[src/rtl/midi_pkg.sv]
// Shared MIDI definitions: status-range constants, message-length decode and
// the state types used by the SPI transmitter and its byte shifter.
package midi_pkg;

  localparam logic [7:0] NOTE_OFF = 8'h80;
  localparam logic [7:0] NOTE_ON  = 8'h90;
  localparam logic [7:0] POLY_AT  = 8'hA0;
  localparam logic [7:0] CC       = 8'hB0;
  localparam logic [7:0] PROG     = 8'hC0;
  localparam logic [7:0] CHAN_AT  = 8'hD0;
  localparam logic [7:0] PITCH    = 8'hE0;
  localparam logic [7:0] SYS      = 8'hF0;

  // Transmitter sequencing: idle, a byte in flight in the shifter, or the
  // idle-low gap that follows every byte.
  typedef enum logic [1:0] {
    TX_IDLE  = 2'd0,
    TX_SHIFT = 2'd1,
    TX_GAP   = 2'd2
  } tx_state_t;

  // Shifter phase: LOW holds sclk low with the current bit on mosi, HIGH
  // holds sclk high so the receiver samples on the rising edge.
  typedef enum logic [1:0] {
    PH_IDLE = 2'd0,
    PH_LOW  = 2'd1,
    PH_HIGH = 2'd2
  } shift_phase_t;

  // Number of bytes in a channel message, status byte included.
  // Returns 0 for a byte without bit7 set (not a status byte).
  // System messages go out as the status byte alone (no SysEx payload).
  function automatic logic [1:0] msg_len(input logic [7:0] status);
    logic [1:0] len;
    if (!status[7]) begin
      len = 2'd0;
    end else if (status >= SYS) begin
      len = 2'd1;
    end else if ((status >= PROG) && (status < PITCH)) begin
      len = 2'd2;
    end else begin
      len = 2'd3;
    end
    return len;
  endfunction

endpackage

[src/rtl/spi_byte_shifter.sv]
// SPI mode-0 byte shifter: on load it sends one byte MSB first, each bit as a
// LOW phase then a HIGH phase of CLK_DIV clocks. o_done marks the final clock
// of the last HIGH phase so the sequencer can enter its gap on the next cycle.
module spi_byte_shifter
  import midi_pkg::*;
#(
  parameter int CLK_DIV = 4
) (
  input  logic       i_clk,
  input  logic       i_reset_n,
  input  logic       i_load,
  input  logic [7:0] i_byte,
  output logic       o_sclk,
  output logic       o_mosi,
  output logic       o_done
);

  localparam int                 DIV_W    = $clog2(CLK_DIV);
  localparam logic [DIV_W-1:0]   DIV_LAST = DIV_W'(CLK_DIV - 1);

  shift_phase_t     r_phase;
  shift_phase_t     w_phaseNext;
  logic [DIV_W-1:0] r_div;
  logic [DIV_W-1:0] w_divNext;
  logic [2:0]       r_bit;
  logic [2:0]       w_bitNext;
  logic [7:0]       r_shift;
  logic [7:0]       w_shiftNext;
  logic             r_sclk;
  logic             w_sclkNext;

  // Mosi is the shift register MSB: it only moves when a HIGH phase ends,
  // and after the eighth shift the register is all zeros, so mosi idles low.
  assign o_mosi = r_shift[7];
  assign o_sclk = r_sclk;

  // Next-phase and datapath decode for the LOW/HIGH divider.
  always_comb begin
    w_phaseNext = r_phase;
    w_divNext   = r_div;
    w_bitNext   = r_bit;
    w_shiftNext = r_shift;
    w_sclkNext  = r_sclk;
    o_done      = 1'b0;
    case (r_phase)
      PH_IDLE: begin
        if (i_load) begin
          w_phaseNext = PH_LOW;
          w_divNext   = '0;
          w_bitNext   = 3'd0;
          w_shiftNext = i_byte;
          w_sclkNext  = 1'b0;
        end
      end
      PH_LOW: begin
        if (r_div == DIV_LAST) begin
          w_phaseNext = PH_HIGH;
          w_divNext   = '0;
          w_sclkNext  = 1'b1;
        end else begin
          w_divNext = r_div + 1'b1;
        end
      end
      PH_HIGH: begin
        if (r_div == DIV_LAST) begin
          w_divNext   = '0;
          w_sclkNext  = 1'b0;
          w_shiftNext = {r_shift[6:0], 1'b0};
          if (r_bit == 3'd7) begin
            w_phaseNext = PH_IDLE;
            w_bitNext   = 3'd0;
            o_done      = 1'b1;
          end else begin
            w_phaseNext = PH_LOW;
            w_bitNext   = r_bit + 3'd1;
          end
        end else begin
          w_divNext = r_div + 1'b1;
        end
      end
      default: begin
        w_phaseNext = PH_IDLE;
        w_sclkNext  = 1'b0;
        w_shiftNext = '0;
      end
    endcase
  end

  // Phase, divider, bit index, shift register and sclk registers.
  always_ff @(posedge i_clk or negedge i_reset_n) begin
    if (!i_reset_n) begin
      r_phase <= PH_IDLE;
      r_div   <= '0;
      r_bit   <= 3'd0;
      r_shift <= 8'h00;
      r_sclk  <= 1'b0;
    end else begin
      r_phase <= w_phaseNext;
      r_div   <= w_divNext;
      r_bit   <= w_bitNext;
      r_shift <= w_shiftNext;
      r_sclk  <= w_sclkNext;
    end
  end

endmodule

[src/rtl/midi_spi_tx.sv]
// MIDI channel-message SPI transmitter: accepts one 1-3 byte message over a
// valid/ready handshake and sends status then data bytes, each followed by an
// idle-low gap. Invalid status bytes are consumed and flagged, never sent.
module midi_spi_tx
  import midi_pkg::*;
#(
  parameter int CLK_DIV    = 4,
  parameter int GAP_CYCLES = 8
) (
  input  logic       i_clk,
  input  logic       i_reset_n,
  input  logic       i_msg_valid,
  output logic       o_msg_ready,
  input  logic [7:0] i_msg_status,
  input  logic [7:0] i_msg_data1,
  input  logic [7:0] i_msg_data2,
  output logic       o_SPI_sclk,
  output logic       o_SPI_mosi,
  output logic       o_busy,
  output logic [1:0] o_byte_counter,
  output logic       o_err_status
);

  localparam int               GAP_W    = $clog2(GAP_CYCLES + 1);
  localparam logic [GAP_W-1:0] GAP_LAST = GAP_W'(GAP_CYCLES - 1);

  tx_state_t        r_state;
  tx_state_t        w_stateNext;
  logic [GAP_W-1:0] r_gap;
  logic [GAP_W-1:0] w_gapNext;
  logic [1:0]       r_byteCnt;
  logic [1:0]       w_byteCntNext;
  logic [1:0]       r_len;
  logic [7:0]       r_data1;
  logic [7:0]       r_data2;
  logic             r_err;
  logic             w_errNext;
  logic             w_accept;
  logic [1:0]       w_statusLen;
  logic             w_load;
  logic [7:0]       w_loadByte;
  logic             w_shDone;

  assign w_accept       = (r_state == TX_IDLE) && i_msg_valid;
  assign w_statusLen    = msg_len(i_msg_status);
  assign o_msg_ready    = (r_state == TX_IDLE);
  assign o_busy         = (r_state != TX_IDLE);
  assign o_byte_counter = r_byteCnt;
  assign o_err_status   = r_err;

  spi_byte_shifter #(
    .CLK_DIV (CLK_DIV)
  ) u_shifter (
    .i_clk     (i_clk),
    .i_reset_n (i_reset_n),
    .i_load    (w_load),
    .i_byte    (w_loadByte),
    .o_sclk    (o_SPI_sclk),
    .o_mosi    (o_SPI_mosi),
    .o_done    (w_shDone)
  );

  // Sequencer next-state: start a message, wait for the shifter, then run the
  // gap and either load the next held byte or return to idle.
  always_comb begin
    w_stateNext   = r_state;
    w_gapNext     = r_gap;
    w_byteCntNext = r_byteCnt;
    w_errNext     = 1'b0;
    w_load        = 1'b0;
    w_loadByte    = i_msg_status;
    case (r_state)
      TX_IDLE: begin
        if (w_accept) begin
          if (w_statusLen == 2'd0) begin
            w_errNext = 1'b1;
          end else begin
            w_stateNext   = TX_SHIFT;
            w_load        = 1'b1;
            w_loadByte    = i_msg_status;
            w_byteCntNext = 2'd0;
            w_gapNext     = '0;
          end
        end
      end
      TX_SHIFT: begin
        if (w_shDone) begin
          w_stateNext = TX_GAP;
          w_gapNext   = '0;
        end
      end
      TX_GAP: begin
        if (r_gap == GAP_LAST) begin
          if ((r_byteCnt + 2'd1) < r_len) begin
            w_stateNext   = TX_SHIFT;
            w_load        = 1'b1;
            w_loadByte    = (r_byteCnt == 2'd0) ? r_data1 : r_data2;
            w_byteCntNext = r_byteCnt + 2'd1;
          end else begin
            w_stateNext   = TX_IDLE;
            w_byteCntNext = 2'd0;
          end
        end else begin
          w_gapNext = r_gap + 1'b1;
        end
      end
      default: begin
        w_stateNext   = TX_IDLE;
        w_byteCntNext = 2'd0;
      end
    endcase
  end

  // Sequencer state, gap counter, byte index and error pulse registers.
  always_ff @(posedge i_clk or negedge i_reset_n) begin
    if (!i_reset_n) begin
      r_state   <= TX_IDLE;
      r_gap     <= '0;
      r_byteCnt <= 2'd0;
      r_err     <= 1'b0;
    end else begin
      r_state   <= w_stateNext;
      r_gap     <= w_gapNext;
      r_byteCnt <= w_byteCntNext;
      r_err     <= w_errNext;
    end
  end

  // Holding registers: capture the data bytes and length of a valid message
  // at accept so later input changes cannot disturb the transfer.
  always_ff @(posedge i_clk or negedge i_reset_n) begin
    if (!i_reset_n) begin
      r_len   <= 2'd0;
      r_data1 <= 8'h00;
      r_data2 <= 8'h00;
    end else if (w_accept && (w_statusLen != 2'd0)) begin
      r_len   <= w_statusLen;
      r_data1 <= i_msg_data1;
      r_data2 <= i_msg_data2;
    end
  end

endmodule

[config.mk]
export PLATFORM = sky130hd
export DESIGN_NAME = midi_spi_tx
export DESIGN_NICKNAME = d
export VERILOG_FILES = /design/src/rtl/midi_pkg.sv /design/src/rtl/spi_byte_shifter.sv /design/src/rtl/midi_spi_tx.sv
export SDC_FILE = /design/constraint.sdc
export NUM_CORES = 1
export LEC_CHECK = 0
export BUFFER_PORTS_ARGS = -buffer_cell sky130_fd_sc_hd__buf_2
export CORE_MARGIN = 1.5
export CORE_UTILIZATION = 54
export DETAILED_ROUTE_END_ITERATION = 12
export PLACE_DENSITY_LB_ADDON = 0.08
export SETUP_SLACK_MARGIN = 0.05
export SYNTH_ARGS = -nofsm -noshare
export SYNTH_HDL_FRONTEND = slang
export SYNTH_HIERARCHICAL = 1
export SYNTH_SLANG_ARGS = --single-unit
[constraint.sdc]
create_clock -name i_clk -period 3.1 [get_ports i_clk]
set_input_delay 0.465 -clock i_clk [delete_from_list [all_inputs] [get_ports i_clk]]
set_output_delay 0.465 -clock i_clk [all_outputs]
set_load 0.02 [all_outputs]
After elaboration in Yosys (flattened, before gate mapping)
Index checks and enable logic that the tools add are counted.

cells by class
  equal/unequal tests = 15
  bitwise logic cells = 2
  $lt $le $gt $ge = 4
  add/subtract/negate cells = 4
  muxes and demuxes = 53
  reduce and logical (&&, ||, !) cells = 20

operators with widths
  cell                 count
  $mux 8               6
  $mux 2               15
  $pmux 8 s3           1
  $pmux 2 s3           3
  $ge 8x8->1 const B   2
  $mux 1               16
  $mux 4               4
  $pmux 4 s3           1
  $ne 2x1->1 const B   5
  $mux 3               3
  $reduce_and 3->1     3
  $logic_not 2->1      4
  $lt 8x8->1 const B   1
  $reduce_and 4->1     2
  $reduce_bool 2->1    4
  $eq 2x2->1 const B   3
  $ne 2x2->1 const B   3
  $pmux 3 s2           1
  $reduce_and 5->1     1
  $add 2x1->2 const B  2
  $add 4x1->4 const B  1
  $eq 2x1->1 const B   2
  $eq 4x3->1 const B   1
  $pmux 2 s2           1
  10 further kinds     13

word-level totals
  flip-flop bits (word level) = 43
  output and inout port bits = 7
  input bits = 27
  word-level logic and storage cells = 110

Logic depth before layout (Yosys ltp)
Gate-level depths: netlist of run 1.

  word-level depth = 11
  mapped depth = 10
  depth with buffers taken out = 9

By module
Netlist of run 1, hierarchy kept.

modules (own cells, without submodules)
  module            seq. area each (um^2)  times used  area an instance (um^2)  cells an instance
  midi_spi_tx       675.6                  1           1468.9                   122
  spi_byte_shifter  375.4                  1           872.1                    76

Worst setup path before layout of run 1
Ideal clock, no wire load.

  kind = register -> register
  from = reg r_byteCnt[0] (netlist: o_byte_counter[0])
  to = reg u_shifter.r_shift[1]
  clock period less this slack = 2.631 ns
  arrival = 2.506 ns
  path buffers = 1
  setup slack = 0.469 ns
  library setup time = 0.125 ns
  required time = 2.975 ns
  stages on the path, launching flop included = 11
  cells stage by stage = dfrtp_1 inv_1 ha_1 ha_1 nor3b_2 nand3_1 nand2b_1 nor2b_1 buf_4 nor3_4 mux2_4

between the ends
  longest elaborated chain between the ends = 7
  elaborated cells between the ends (all ways) = 14
  classes of those cells = 1 x add/sub; 1 x order compare; 1 x eq/ne; 9 x mux; 2 x reduce/logical

RTL lines
  element                            RTL line                 source
  start, declared                    midi_spi_tx.sv:31        logic [1:0] r_byteCnt;
  start signal, assigned             midi_spi_tx.sv:124       r_byteCnt <= w_byteCntNext;
  $add 2x1->2                        midi_spi_tx.sv:94        if ((r_byteCnt + 2'd1) < r_len) begin
  $lt 2x2->1                         midi_spi_tx.sv:94
  $mux 1                             midi_spi_tx.sv:94
  $mux 1                             midi_spi_tx.sv:93        if (r_gap == GAP_LAST) begin
  $pmux 1 s2                         midi_spi_tx.sv:72        case (r_state)
  via w_load                         midi_spi_tx.sv:40        logic w_load;
  $ne 2x1->1 (no source line)        -
  $reduce_and 3->1 (no source line)  -
  end signal, assigned               spi_byte_shifter.sv:101  r_shift <= w_shiftNext;
  end, declared                      spi_byte_shifter.sv:27   logic [7:0] r_shift;

The timed path passes the listed nets, and every way through them passes these cells. The select of a mux whose other input is x is not followed.
A chain may end at the register's enable or synchronous reset.

Worst setup path in the final report of run 1
  from = reg r_byteCnt[0] (netlist: o_byte_counter[0])
  to = reg u_shifter.r_shift[5]

Same word-level chain as after synthesis.

==> metrics.md, run 1 <==
| Metric | Value |
|---|---|
| Post-synth EDFFs | 0 |
| Setup TNS | 0 ns |
| Post-route ant nets | 0 |
| Die span in x | 68.84 um |
| Setup violations, final | 0 |
| Hold_buf cts | 0 |
| Via density | 5.650 |
| Cells along the critical path | inv_1 -> ha_1 -> ha_1 -> nor3b_2 -> nand3_1 -> nand2b_1 -> nor2b_1 -> nor3_4 -> mux2_4 |
| Worst Path Arrival | 2.98 ns |
| FF+latch area | 1051 um2 |
| Wire per inst | 16.22 um |
| DIE AREA | 4739 um2 |
| Drc violations | 0 |
| Slew @ Worst Pin | 0.9366 ns |
| DRT Pass-1 Iters | 4 |
| Async SR Flop Fraction | 100.0% |
| Fillers | 341 |
| R2R Setup Slk | 0.29 ns |
| Worst-path fanout max | 9 |
| Die Y | 68.84 um |
| Worst min path class | in -> async |
| Critical Path Sink Type | register |
| Yosys warning count | 6 |
| Setup bufs post-CTS | 0 |
| Clk sink count | 42 |
| Reg clk slew, reported paths | 0.08 ns |
| RSZ-0062 raised after global routing | no |
| Worst skew pair latency | 0.29 ns |
| Required time of the critical path | 3.27 ns |
| Part of the Yosys area used for sequential elements | 44.90% |
| Hold Vio Cnt, Final | 0 |
| Cell Area, Synth | 2341 um2 |
| Root Buffer | clkbuf_8 |
| HPWL after DPL | 3.238 mm |
| First-pass GRT wire length | 7.182 mm |
| 1st-iter DRT viols | 88 |
| CP dominant cell by count | ha_1 |
| Number of max-cap violations | 0 |
| Post-cts gate resize count | 0 |
| FF+latch count, synth | 42 |
| Cts bufs inserted | 5 |
| Synth top area share | 44.90% |
| Status | complete, no violations |
| CP peak stage delay | 0.55 ns |
| Rows | 23 |
| Power Dens Cells | 379.0 nW/um2 |
| Crit path kind | reg -> reg |
| Pleak | 1.259 nW |
| Core area | 4086 um2 |
| Input/output buffers | 33 |
| Overall Global Routing Usage | 20.88% |
| Worst hold slack | 0.3080 ns |
| Pin count of the biggest net entering global routing | 43 |
| Bufs on Longest Clock Path | 2 |
| ANT cells | 0 |
| Synthesized Nets | 236 |
| Share of layout cells above drive strength 1 | 35.65% |
| Area of the multi-input gates | 1189 um2 |
| Final WL | 4.541 mm |
| Placer Congestion | 0.8204 |
| Synth area leaders | dfrtp_1 (45%), mux2_2 (10%), mux2_4 (7.7%), ha_1 (5.9%), mux2i_1 (3.8%) |
| Min cycle time layout | 2.807 ns |
| F_max | 356.3 MHz |
| Clock Skew | 0.008997 ns |
| Fin crit share | 90.54% |
| # IOs | 34 |
| Cell taking the most area after synthesis | dfrtp_1 |
| GRT overflow | 0 |
| Crit-path leading delay family | simple AND/OR/NAND/NOR gates |
| Synth Instances | 198 |
| Yosys cell types | 41 |
| Main synth FF type | dfrtp_1 |
| CTS H-tree depth | 2 |
| Slowest CP cell | nor3_4 |
| Max Slew Vio Count | 0 |
| Vias in the first global route | 1614 |
| Via count | 1582 |
| CTS tree | done |
| Worst ir drop on vdd | 0.0003451 V |
| Initial antenna violation count | 0 |
| Slew margin rel. | 37.56% |
| Buf/Inv on CP | 1 |
| Initial Util | 57.29% |
| Worst setup SP type | register |
| Syn-to-layout area delta | 11.38% |
| Synthesized area per cell | 11.82 um2 |
| Most numerous cell in the Yosys netlist | dfrtp_1 |
| Post-synth top cells | dfrtp_1 (42), mux2_2 (21), mux2_4 (12) |
| Layout Nets | 267 |
## placed cells by master, fill, tap and decap left out, drive strengths merged
master	netlist	final
a211o	1	1
a211oi	2	2
a21bo	1	1
a21oi	5	5
a22o	8	8
a31oi	3	3
a41oi	1	1
and2	1	1
and3	2	2
and3b	1	1
and4bb	1	1
buf	7	34
clkbuf	3	7
clkinv	0	1
dfrtp	42	42
ha	11	11
inv	11	11
mux2	33	33
mux2i	9	9
nand2	7	7
nand2b	3	3
nand3	5	5
nand3b	1	1
nand4b	2	2
nor2	6	6
nor2b	4	4
nor3	1	1
nor3b	2	2
o211ai	4	4
o21a	2	2
o21ai	10	10
o21ba	1	1
o31ai	5	5
o41ai	1	1
or2	2	2
## report_power, final
part           internal [W]  switching (W)  leakage (nW)
logic             0.0000298      0.0000285         0.679
registers          0.000557     0.00000522         0.532
clock network      0.000180       0.000187        0.0482
total              0.000767       0.000221          1.26
## sequential cells by signal, summed over array words and instances, names as in the netlist
register and count:
r_data1 8, u_shifter/r_phase 1, u_shifter/r_shift 8, o_err_status 1
r_len 2, r_gap 4, r_state 2, u_shifter/o_sclk 1
o_byte_counter 2, u_shifter/r_div 2, r_data2 8, u_shifter/r_bit 3
## worst reg2reg max path: cells and delay by family, from the launching register on
kind | cells | cell delay, ns
DFF | 1 | 0.39
adders and majority gates | 2 | 0.53
and+or+nand+nor | 5 | 1.33
muxes | 1 | 0.35
buffers and inverters | 1 | 0.09
## layout make-up
| cell class | count | share of cell area (%) |
|---|---|---|
| well taps | 50 | 2.399 |
| repair buffers | 34 | 6.622 |
| clock inverters | 1 | 0.1919 |
| flip-flops and latches | 42 | 40.31 |
| clock buffers | 7 | 3.311 |
| multi-input cells | 135 | 45.59 |
| inverters | 11 | 1.583 |
## worst paths after layout
| path | start | to | depth (start not counted) |
|---|---|---|---|
| worst max-delay path | o_byte_counter[0]$_DFFE_PN0P_ | u_shifter/r_shift[5]$_DFFE_PN0P_ | 9 |
| worst min-delay path | i_reset_n | u_shifter/r_div[1]$_DFFE_PN0P_ | 1 |
| worst max register to register | o_byte_counter[0]$_DFFE_PN0P_ | u_shifter/r_shift[5]$_DFFE_PN0P_ | 9 |
| worst min register to register | r_data1[0]$_DFFE_PN0P_ | r_data1[0]$_DFFE_PN0P_ | 1 |
| max in group asynchronous | i_reset_n | r_data2[0]$_DFFE_PN0P_ | 1 |
| min in group i_clk | i_msg_status[4] | r_len[1]$_DFFE_PN0P_ | 2 |
## per-stage QoR
stage	total power [W]	cell area [um2]	setup slack (ns)	instances	util, %
2_1_floorplan	0.0005973	2341	0.4691	198	-
3_3_place_gp	0.0006281	2516	0.5297	272	61.57
3_5_place_dp	0.0006328	2516	0.2972	272	61.57
4_1_cts	0.001000	2608	0.2977	280	63.81
5_1_grt	0.001023	2608	0.09784	280	63.81
6_report	0.0009881	2608	0.2933	280	63.81
## cells by family (layout without fill, tap and decap cells)
group	after synthesis	count (layout)	share of synthesized area, %
AOI/OAI and AO/OA	44	44	13.15
DFF	42	42	44.90
adders and majority gates	11	11	5.879
buffers and inverters	21	53	4.329
muxes	42	42	21.65
and+or+nand+nor	38	38	10.10
## routing by layer
layer,share of wire [%],GRT usage [%]
met1,44,25.53
met2,52,36.42
met3,3.1,4.221
met4,0.57,7.598
met5,0,0
(Power assumes the default switching activity.)
==> run 2, diff against run 1 <==
--- a/config.mk
+++ b/config.mk
@@ -9,7 +9,8 @@
 export CORE_MARGIN = 1.5
 export CORE_UTILIZATION = 54
 export DETAILED_ROUTE_END_ITERATION = 12
-export PLACE_DENSITY_LB_ADDON = 0.08
+export PLACE_DENSITY = 0.76
+export RECOVER_POWER = 25
 export SETUP_SLACK_MARGIN = 0.05
 export SYNTH_ARGS = -nofsm -noshare
 export SYNTH_HDL_FRONTEND = slang
==> run 2 against run 1 <==
Worst setup slack better by 0.062 ns. The run now ends with max-capacitance violations, max-slew violations left. Global-route usage down 0.64 points. Largest power group unchanged. Register-to-register slack better by 0.06 ns. Clock skew down 0.00053 ns. Highest routed layer unchanged. Via count up 1.0%. Critical path depth unchanged. First-iteration DRC count up 16%. Combinational power down 2%. Clock-buffer cell count down 1. Clock power about the same. Wire length down 5.6%. Total power about the same.
==> metrics.md, run 2 (same netlist as run 1, synthesis figures left out) <==
| Metric | Value |
|---|---|
| Worst skew pair latency | 0.29 ns (about the same) |
| Required time of the critical path | 3.28 ns (about the same) |
| Hold Vio Cnt, Final | 0 (unchanged) |
| Min cycle time layout | 2.745 ns (-0.06177 ns) |
| Post-cts gate resize count | 0 (unchanged) |
| First-pass GRT wire length | 7.031 mm (-2.1%) |
| Clk sink count | 42 (unchanged) |
| Area of the multi-input gates | 1189 um2 (unchanged) |
| Rows | 23 (unchanged) |
| CP peak stage delay | 0.54 ns (about the same) |
| FF-to-FF path depth | 9 (unchanged) |
| Clock power frac | 37.2% (about the same) |
| Fin crit share | 88.55% (-2.0 points) |
| Post-route ant nets | 0 (unchanged) |
| Reg clk slew, reported paths | 0.08 ns (about the same) |
| DRT Pass-1 Iters | 4 (unchanged) |
| GRT overflow | 0 (unchanged) |
| Start point of the critical path | o_byte_counter[0]$_DFFE_PN0P_ |
| Non-Filler Instances | 281 (+0.36%) |
| Status | finished with violations |
| F_max | 364.3 MHz (+2.3%) |
| Sw Ratio | 22.45% (+0.083 points) |
| CTS H-tree depth | 2 (unchanged) |
| Vias in the first global route | 1596 (-1.1%) |
| RR Startpoint | o_byte_counter[0]$_DFFE_PN0P_ |
| Hold_buf cts | 0 (unchanged) |
| Top Registers | r_data1: 8 flops, r_data2: 8 flops, u_shifter/r_shift: 8 flops |
| Root Buffer | clkbuf_8 |
| Cell Int Power | 0.0007657 W (-0.18%) |
| Number of max-cap violations | 1 (+1) |
| Worst ir drop on vdd | 0.0001923 V (-44%) |
| RSZ-0062 raised after global routing | no |
| CP dominant cell by count | ha_1 |
| Layout Nets | 268 (+0.37%) |
| Pin count of the biggest net entering global routing | 43 (unchanged) |
| Final WL | 4.286 mm (-5.6%) |
| Die span in x | 68.84 um (unchanged) |
| Via density | 5.687 (+0.65%) |
| Max Slew Vio Count | 43 (+43) |
| Reg2reg end | u_shifter/r_shift[5]$_DFFE_PN0P_ |
| Initial Util | 57.29% (unchanged) |
| Slowest CP cell | nor3_4 |
| Fillers | 348 (+2.1%) |
| Place WS | 0.3561 ns (+0.05892 ns) |
| Setup bufs post-CTS | 0 (unchanged) |
| Wire per inst | 15.25 um (-6.0%) |
| End of the critical path | u_shifter/r_shift[5]$_DFFE_PN0P_ |
| Slew margin rel. | -49.35% (-87 points) |
| HPWL after DPL | 3.090 mm (-4.6%) |
| Worst min path class | in -> reg |
| Share of layout cells above drive strength 1 | 35.93% (+0.28 points) |
| Critical Path Sink Type | register |
| Drc violations | 0 (unchanged) |
| Setup violations, final | 0 (unchanged) |
| Slew @ Worst Pin | 2.240 ns (+1.304 ns) |
| 1st-iter DRT viols | 102 (+16%) |
| Gate power share | 5.8% (about the same) |
| Final Cell Area | 2618 um2 (+0.38%) |
| Cts bufs inserted | 5 (unchanged) |
| Initial antenna violation count | 0 (unchanged) |
| Number of placed cells counting well taps | 273 (+0.37%) |
| Input/output buffers | 33 (unchanged) |
| Min setup slack post-route | 0.3551 ns (+0.06177 ns) |
| Sequential power share | 57.0% (about the same) |
| Worst-path fanout max | 9 (unchanged) |
| Bufs on Longest Clock Path | 2 (unchanged) |
| Core area | 4086 um2 (unchanged) |
| Cell area after placement | 2524 um2 (+0.30%) |
| Die Y | 68.84 um (unchanged) |
| Via count | 1598 (+1.0%) |
| Overall Global Routing Usage | 20.24% (-0.64 points) |
| R2R Setup Slk | 0.36 ns (+0.06 ns) |
| Hold Path Stages | 2 |
| Cells along the critical path | inv_1 -> ha_1 -> ha_1 -> nor3b_2 -> nand3_1 -> nand2b_1 -> nor2b_1 -> nor3_4 -> mux2_4 |
| Setup TNS | 0 ns (unchanged) |
| Power Dens Cells | 377.2 nW/um2 (-0.45%) |
| Switching power total | 0.0002217 W (+0.30%) |
| DIE AREA | 4739 um2 (unchanged) |
| CTS tree | done |
| FF+latch area | 1051 um2 (unchanged) |
| Clock Skew | 0.008464 ns (-0.0005329 ns) |
| Commonest non-fill, non-tap cell in the layout | dfrtp_1 |
| Placer Congestion | 0.7736 (-5.7%) |
| Pleak | 1.261 nW (+0.13%) |
| # IOs | 34 (unchanged) |
| Failing checks | max-capacitance violations, max-slew violations |
| Syn-to-layout area delta | 11.81% |
| Worst setup SP type | register |
| Crit path kind | reg -> reg |
| Worst Path Arrival | 2.93 ns (-0.05 ns) |
| Most frequent cells in the layout | dfrtp_1 (42), buf_2 (32), mux2_2 (21) |
| ANT cells | 0 (unchanged) |
==> run 2: cell types whose count changed in the layout (fill, tap and decap cells not counted) <==
| cell | previous run | this run |
|---|---|---|
| buf_2 | 33 | 32 |
| clkinvlp_4 | 0 | 1 |
| buf_4 | 1 | 2 |
==> run 2: metal layers <==
metal / share of wire (%) / global-route usage (%) / vias up
met5: 0 / 0 / -
met4: 1.9 / 9.069 / 0
met3: 3.8 / 5.519 / 10
met2: 48 / 32.45 / 35
met1: 47 / 25.55 / 773
li1: - / - / 780
==> run 2: layout make-up <==
cell class	count	area share, %
Multi-Input combinational cell	135	45.41
Tap cell	50	2.390
Sequential cell	42	40.15
Inverter	11	1.577
Clock inverter	2	0.4780
Timing Repair Buffer	35	6.836
Clock buffer	6	3.155
==> run 2: how the worst min path moves through the flow <==
stage,startpoint,slack [ns],end
6_report,i_msg_status[6],0.38,r_len[0]$_DFFE_PN0P_
5_1_grt,i_msg_status[6],0.37,r_len[0]$_DFFE_PN0P_
4_1_cts,i_reset_n,0.34,o_err_status$_DFF_PN0_
3_5_place_dp,r_data1[1]$_DFFE_PN0P_,0.49,r_data1[1]$_DFFE_PN0P_
3_3_place_gp,u_shifter/r_bit[1]$_DFFE_PN0P_,0.48,u_shifter/r_bit[1]$_DFFE_PN0P_
2_1_floorplan,i_reset_n,0.17,o_byte_counter[0]$_DFFE_PN0P_
==> run 2: metrics by stage <==
step,hold WS (ns),utilization [%],total power [W]
after global placement,0.4799,61.76,0.0006300
after global routing,0.3714,64.05,0.001028
final,0.3820,64.05,0.0009874
after detailed placement,0.4902,61.76,0.0006319
after floorplan,0.1694,-,0.0005973
after CTS,0.3389,64.08,0.001000
==> run 2: critical path: cells and delay by family, from the launching register on <==
| kind | cells | cell delay, ns |
|---|---|---|
| mux | 1 | 0.35 |
| buf+inv | 1 | 0.08 |
| fa+ha+maj | 2 | 0.50 |
| simple gates | 5 | 1.30 |
| flops | 1 | 0.39 |
==> run 2: power by group through the flow <==
stage / clock, W / combinational [W] / sequential [W]
3_5_place_dp: 0 / 0.0000585 / 0.000573
6_report: 0.000368 / 0.0000572 / 0.000563
3_3_place_gp: 0 / 0.0000569 / 0.000573
5_1_grt: 0.000400 / 0.0000642 / 0.000564
2_1_floorplan: 0 / 0.0000245 / 0.000573
4_1_cts: 0.000379 / 0.0000590 / 0.000563
==> run 3, diff against run 2 <==
==> constraint.sdc (replaced) <==
create_clock -name i_clk -period 3 [get_ports i_clk]
set_input_delay 0.45 -clock i_clk [delete_from_list [all_inputs] [get_ports i_clk]]
set_output_delay 0.45 -clock i_clk [all_outputs]
set_load 0.02 [all_outputs]
==> run 3 against run 2 <==
The flow still finishes with violations (max-capacitance violations, max-slew violations). Hold slack got worse by 0.0089 ns. Sequential share of layout area is essentially flat. Flip-flop and latch count did not move. Clock-buffer cell count unchanged. Total power rose by 0.72%. Non-clock buffer count rose by 1. Combinational power increased by 3%. Register-to-register slack better by 0.14 ns. Clock power shrank 4%. Final area about the same. Worst setup slack gained 0.14 ns.
==> metrics.md, run 3 (same netlist as run 1, synthesis figures left out) <==
| Metric | Value |
|---|---|
| Number of max-cap violations | 1 (unchanged) |
| Status | finished with violations |
| DRT Pass-1 Iters | 4 (unchanged) |
| Bufs on Longest Clock Path | 2 (unchanged) |
| Critical Path Sink Type | register |
| Layout Nets | 269 (+0.37%) |
| F_max | 399.9 MHz (+9.8%) |
| Sequential power share | 58.4% (+1.4 points) |
| DIE AREA | 4739 um2 (unchanged) |
| Pin count of the biggest net entering global routing | 43 (unchanged) |
| # IOs | 34 (unchanged) |
| Most frequent cells in the layout | dfrtp_1 (42), buf_2 (32), mux2_2 (21) |
| Root Buffer | clkbuf_8 |
| Gate power share | 5.9% (about the same) |
| Worst Path Arrival | 2.68 ns (-0.25 ns) |
| CP peak stage delay | 0.37 ns (-0.17 ns) |
| Die span in x | 68.84 um (unchanged) |
| Rows | 23 (unchanged) |
| Buf/Inv on CP | 2 (+1) |
| Final WL | 4.287 mm (about the same) |
| Placer Congestion | 0.7501 (-3.0%) |
| Setup violations, final | 0 (unchanged) |
| Clock power frac | 35.6% (-1.6 points) |
| Input/output buffers | 33 (unchanged) |
| Power Dens Cells | 380.1 nW/um2 (+0.77%) |
| 1st-iter DRT viols | 55 (-46%) |
| Slew margin rel. | -46.83% (+2.5 points) |
| Required time of the critical path | 3.18 ns (-0.10 ns) |
| Switching power total | 0.0002241 W (+1.1%) |
| Place WS | 0.5086 ns (+0.1525 ns) |
| Crit path kind | reg -> reg |
| ANT cells | 0 (unchanged) |
| Failing checks | max-capacitance violations, max-slew violations |
| Hold Vio Cnt, Final | 0 (unchanged) |
| First-pass GRT wire length | 6.934 mm (-1.4%) |
| Post-cts gate resize count | 0 (unchanged) |
| RSZ-0062 raised after global routing | no |
| Sw Ratio | 22.53% (+0.079 points) |
| Clk sink count | 42 (unchanged) |
| CP dominant cell by count | ha_1 |
| Worst setup SP type | register |
| Initial Util | 57.29% (unchanged) |
| Cts bufs inserted | 5 (unchanged) |
| Worst hold slack | 0.3731 ns (-0.008874 ns) |
| Pleak | 1.264 nW (+0.27%) |
| Hold_buf cts | 0 (unchanged) |
| Via count | 1599 (+0.063%) |
| HPWL after DPL | 3.115 mm (+0.83%) |
| Via density | 5.670 (-0.29%) |
| Worst min path class | in -> reg |
| Max Slew Vio Count | 43 (unchanged) |
| Die Y | 68.84 um (unchanged) |
| Worst-path fanout max | 9 (unchanged) |
| Core area | 4086 um2 (unchanged) |
| Clock Skew | 0.009184 ns (+0.0007203 ns) |
| Slowest CP cell | dfrtp_1 |
| Cells along the critical path | inv_1 -> ha_1 -> ha_1 -> nor3b_2 -> nand3_1 -> nand2b_1 -> nor2b_1 -> nor3_4 -> buf_4 -> mux2_4 |
| CTS H-tree depth | 2 (unchanged) |
| Vias in the first global route | 1523 (-4.6%) |
| Top Registers | r_data1: 8 flops, r_data2: 8 flops, u_shifter/r_shift: 8 flops |
| Min setup slack post-route | 0.4993 ns (+0.1442 ns) |
| Cell area after placement | 2531 um2 (+0.30%) |
| Reg clk slew, reported paths | 0.08 ns (about the same) |
| Commonest non-fill, non-tap cell in the layout | dfrtp_1 |
| Total power | 0.0009945 W (+0.72%) |
| Cell Int Power | 0.0007705 W (+0.62%) |
| Crit-path leading delay family | simple AND/OR/NAND/NOR gates |
| Min cycle time layout | 2.501 ns (-0.2442 ns) |
| Setup bufs post-CTS | 0 (unchanged) |
| Initial antenna violation count | 0 (unchanged) |
| Setup TNS | 0 ns (unchanged) |
| Share of layout cells above drive strength 1 | 35.78% (-0.15 points) |
| Drc violations | 0 (unchanged) |
| Fin crit share | 83.36% (-5.2 points) |
| Syn-to-layout area delta | 11.76% (about the same) |
| GRT overflow | 0 (unchanged) |
| Post-route ant nets | 0 (unchanged) |
| Final Cell Area | 2616 um2 (about the same) |
| Wire per inst | 15.20 um (-0.33%) |
| Overall Global Routing Usage | 19.97% (-0.26 points) |
| Worst skew pair latency | 0.29 ns (about the same) |
| Slew @ Worst Pin | 2.202 ns (-0.03787 ns) |
| Worst ir drop on vdd | 0.0001872 V (-2.6%) |
| CTS tree | done |
run 3: cell types whose count changed in the layout (fill, tap and decap cells not counted):
cell | previous run | this run
clkbuf_8 | 6 | 5
clkbuf_1 | 1 | 2
clkinv_4 | 0 | 1
clkinvlp_4 | 1 | 0
buf_4 | 2 | 3
run 3: final timing paths:
path,slack (ns),endpoint,cells after the start,startpoint
max reg2reg,0.50,u_shifter/r_shift[7]$_DFFE_PN0P_,10,o_byte_counter[0]$_DFFE_PN0P_
min in group asynchronous,0.80,r_gap[1]$_DFFE_PN0P_,1,i_reset_n
max,0.50,u_shifter/r_shift[7]$_DFFE_PN0P_,10,o_byte_counter[0]$_DFFE_PN0P_
max in group asynchronous,0.94,u_shifter/o_sclk$_DFFE_PN0P_,1,i_reset_n
min,0.37,o_err_status$_DFF_PN0_,2,i_msg_status[7]
min reg2reg,0.50,u_shifter/r_div[1]$_DFFE_PN0P_,2,u_shifter/r_div[1]$_DFFE_PN0P_
run 3: per-stage QoR:
| stage | util, % | instances |
|---|---|---|
| 2_1_floorplan | - | 198 |
| 3_3_place_gp | 61.94 | 274 |
| 3_5_place_dp | 61.94 | 274 |
| 4_1_cts | 64.05 | 282 |
| 5_1_grt | 64.02 | 282 |
| 6_report | 64.02 | 282 |
run 3: area by class of cell:
| cell class | instances | area, um2 |
|---|---|---|
| fill | 340 | 1470 |
| multi-input combinational | 135 | 1189 |
| sequential | 42 | 1051 |
| timing repair buffer | 36 | 186.4 |
| clock buffer | 6 | 72.57 |
| tap | 50 | 62.56 |
| inverter | 11 | 41.29 |
| clock inverter | 2 | 13.76 |
run 3: metal layers:
metal	share of wire, %	track usage [%]	vias to the layer above
met5	0	0	-
met1	46	25.26	779
met2	50	33.53	36
met4	0.63	5.882	0
met3	2.9	5.357	2
li1	-	-	782
run 3: worst reg2reg max path, cell delays in order (launching register included):
cell and delay (ns):
dfrtp_1 0.37, inv_1 0.07, ha_1 0.31, ha_1 0.19
nor3b_2 0.28, nand3_1 0.19, nand2b_1 0.17, nor2b_1 0.10
nor3_4 0.16, buf_4 0.22, mux2_4 0.32
run 3: power groups by stage:
stage | clock network, W | registers, W | logic (W)
6_report | 0.000354 | 0.000581 | 0.0000591
5_1_grt | 0.000392 | 0.000583 | 0.0000670
4_1_cts | 0.000367 | 0.000581 | 0.0000609
3_5_place_dp | 0 | 0.000592 | 0.0000606
3_3_place_gp | 0 | 0.000592 | 0.0000595
2_1_floorplan | 0 | 0.000592 | 0.0000253
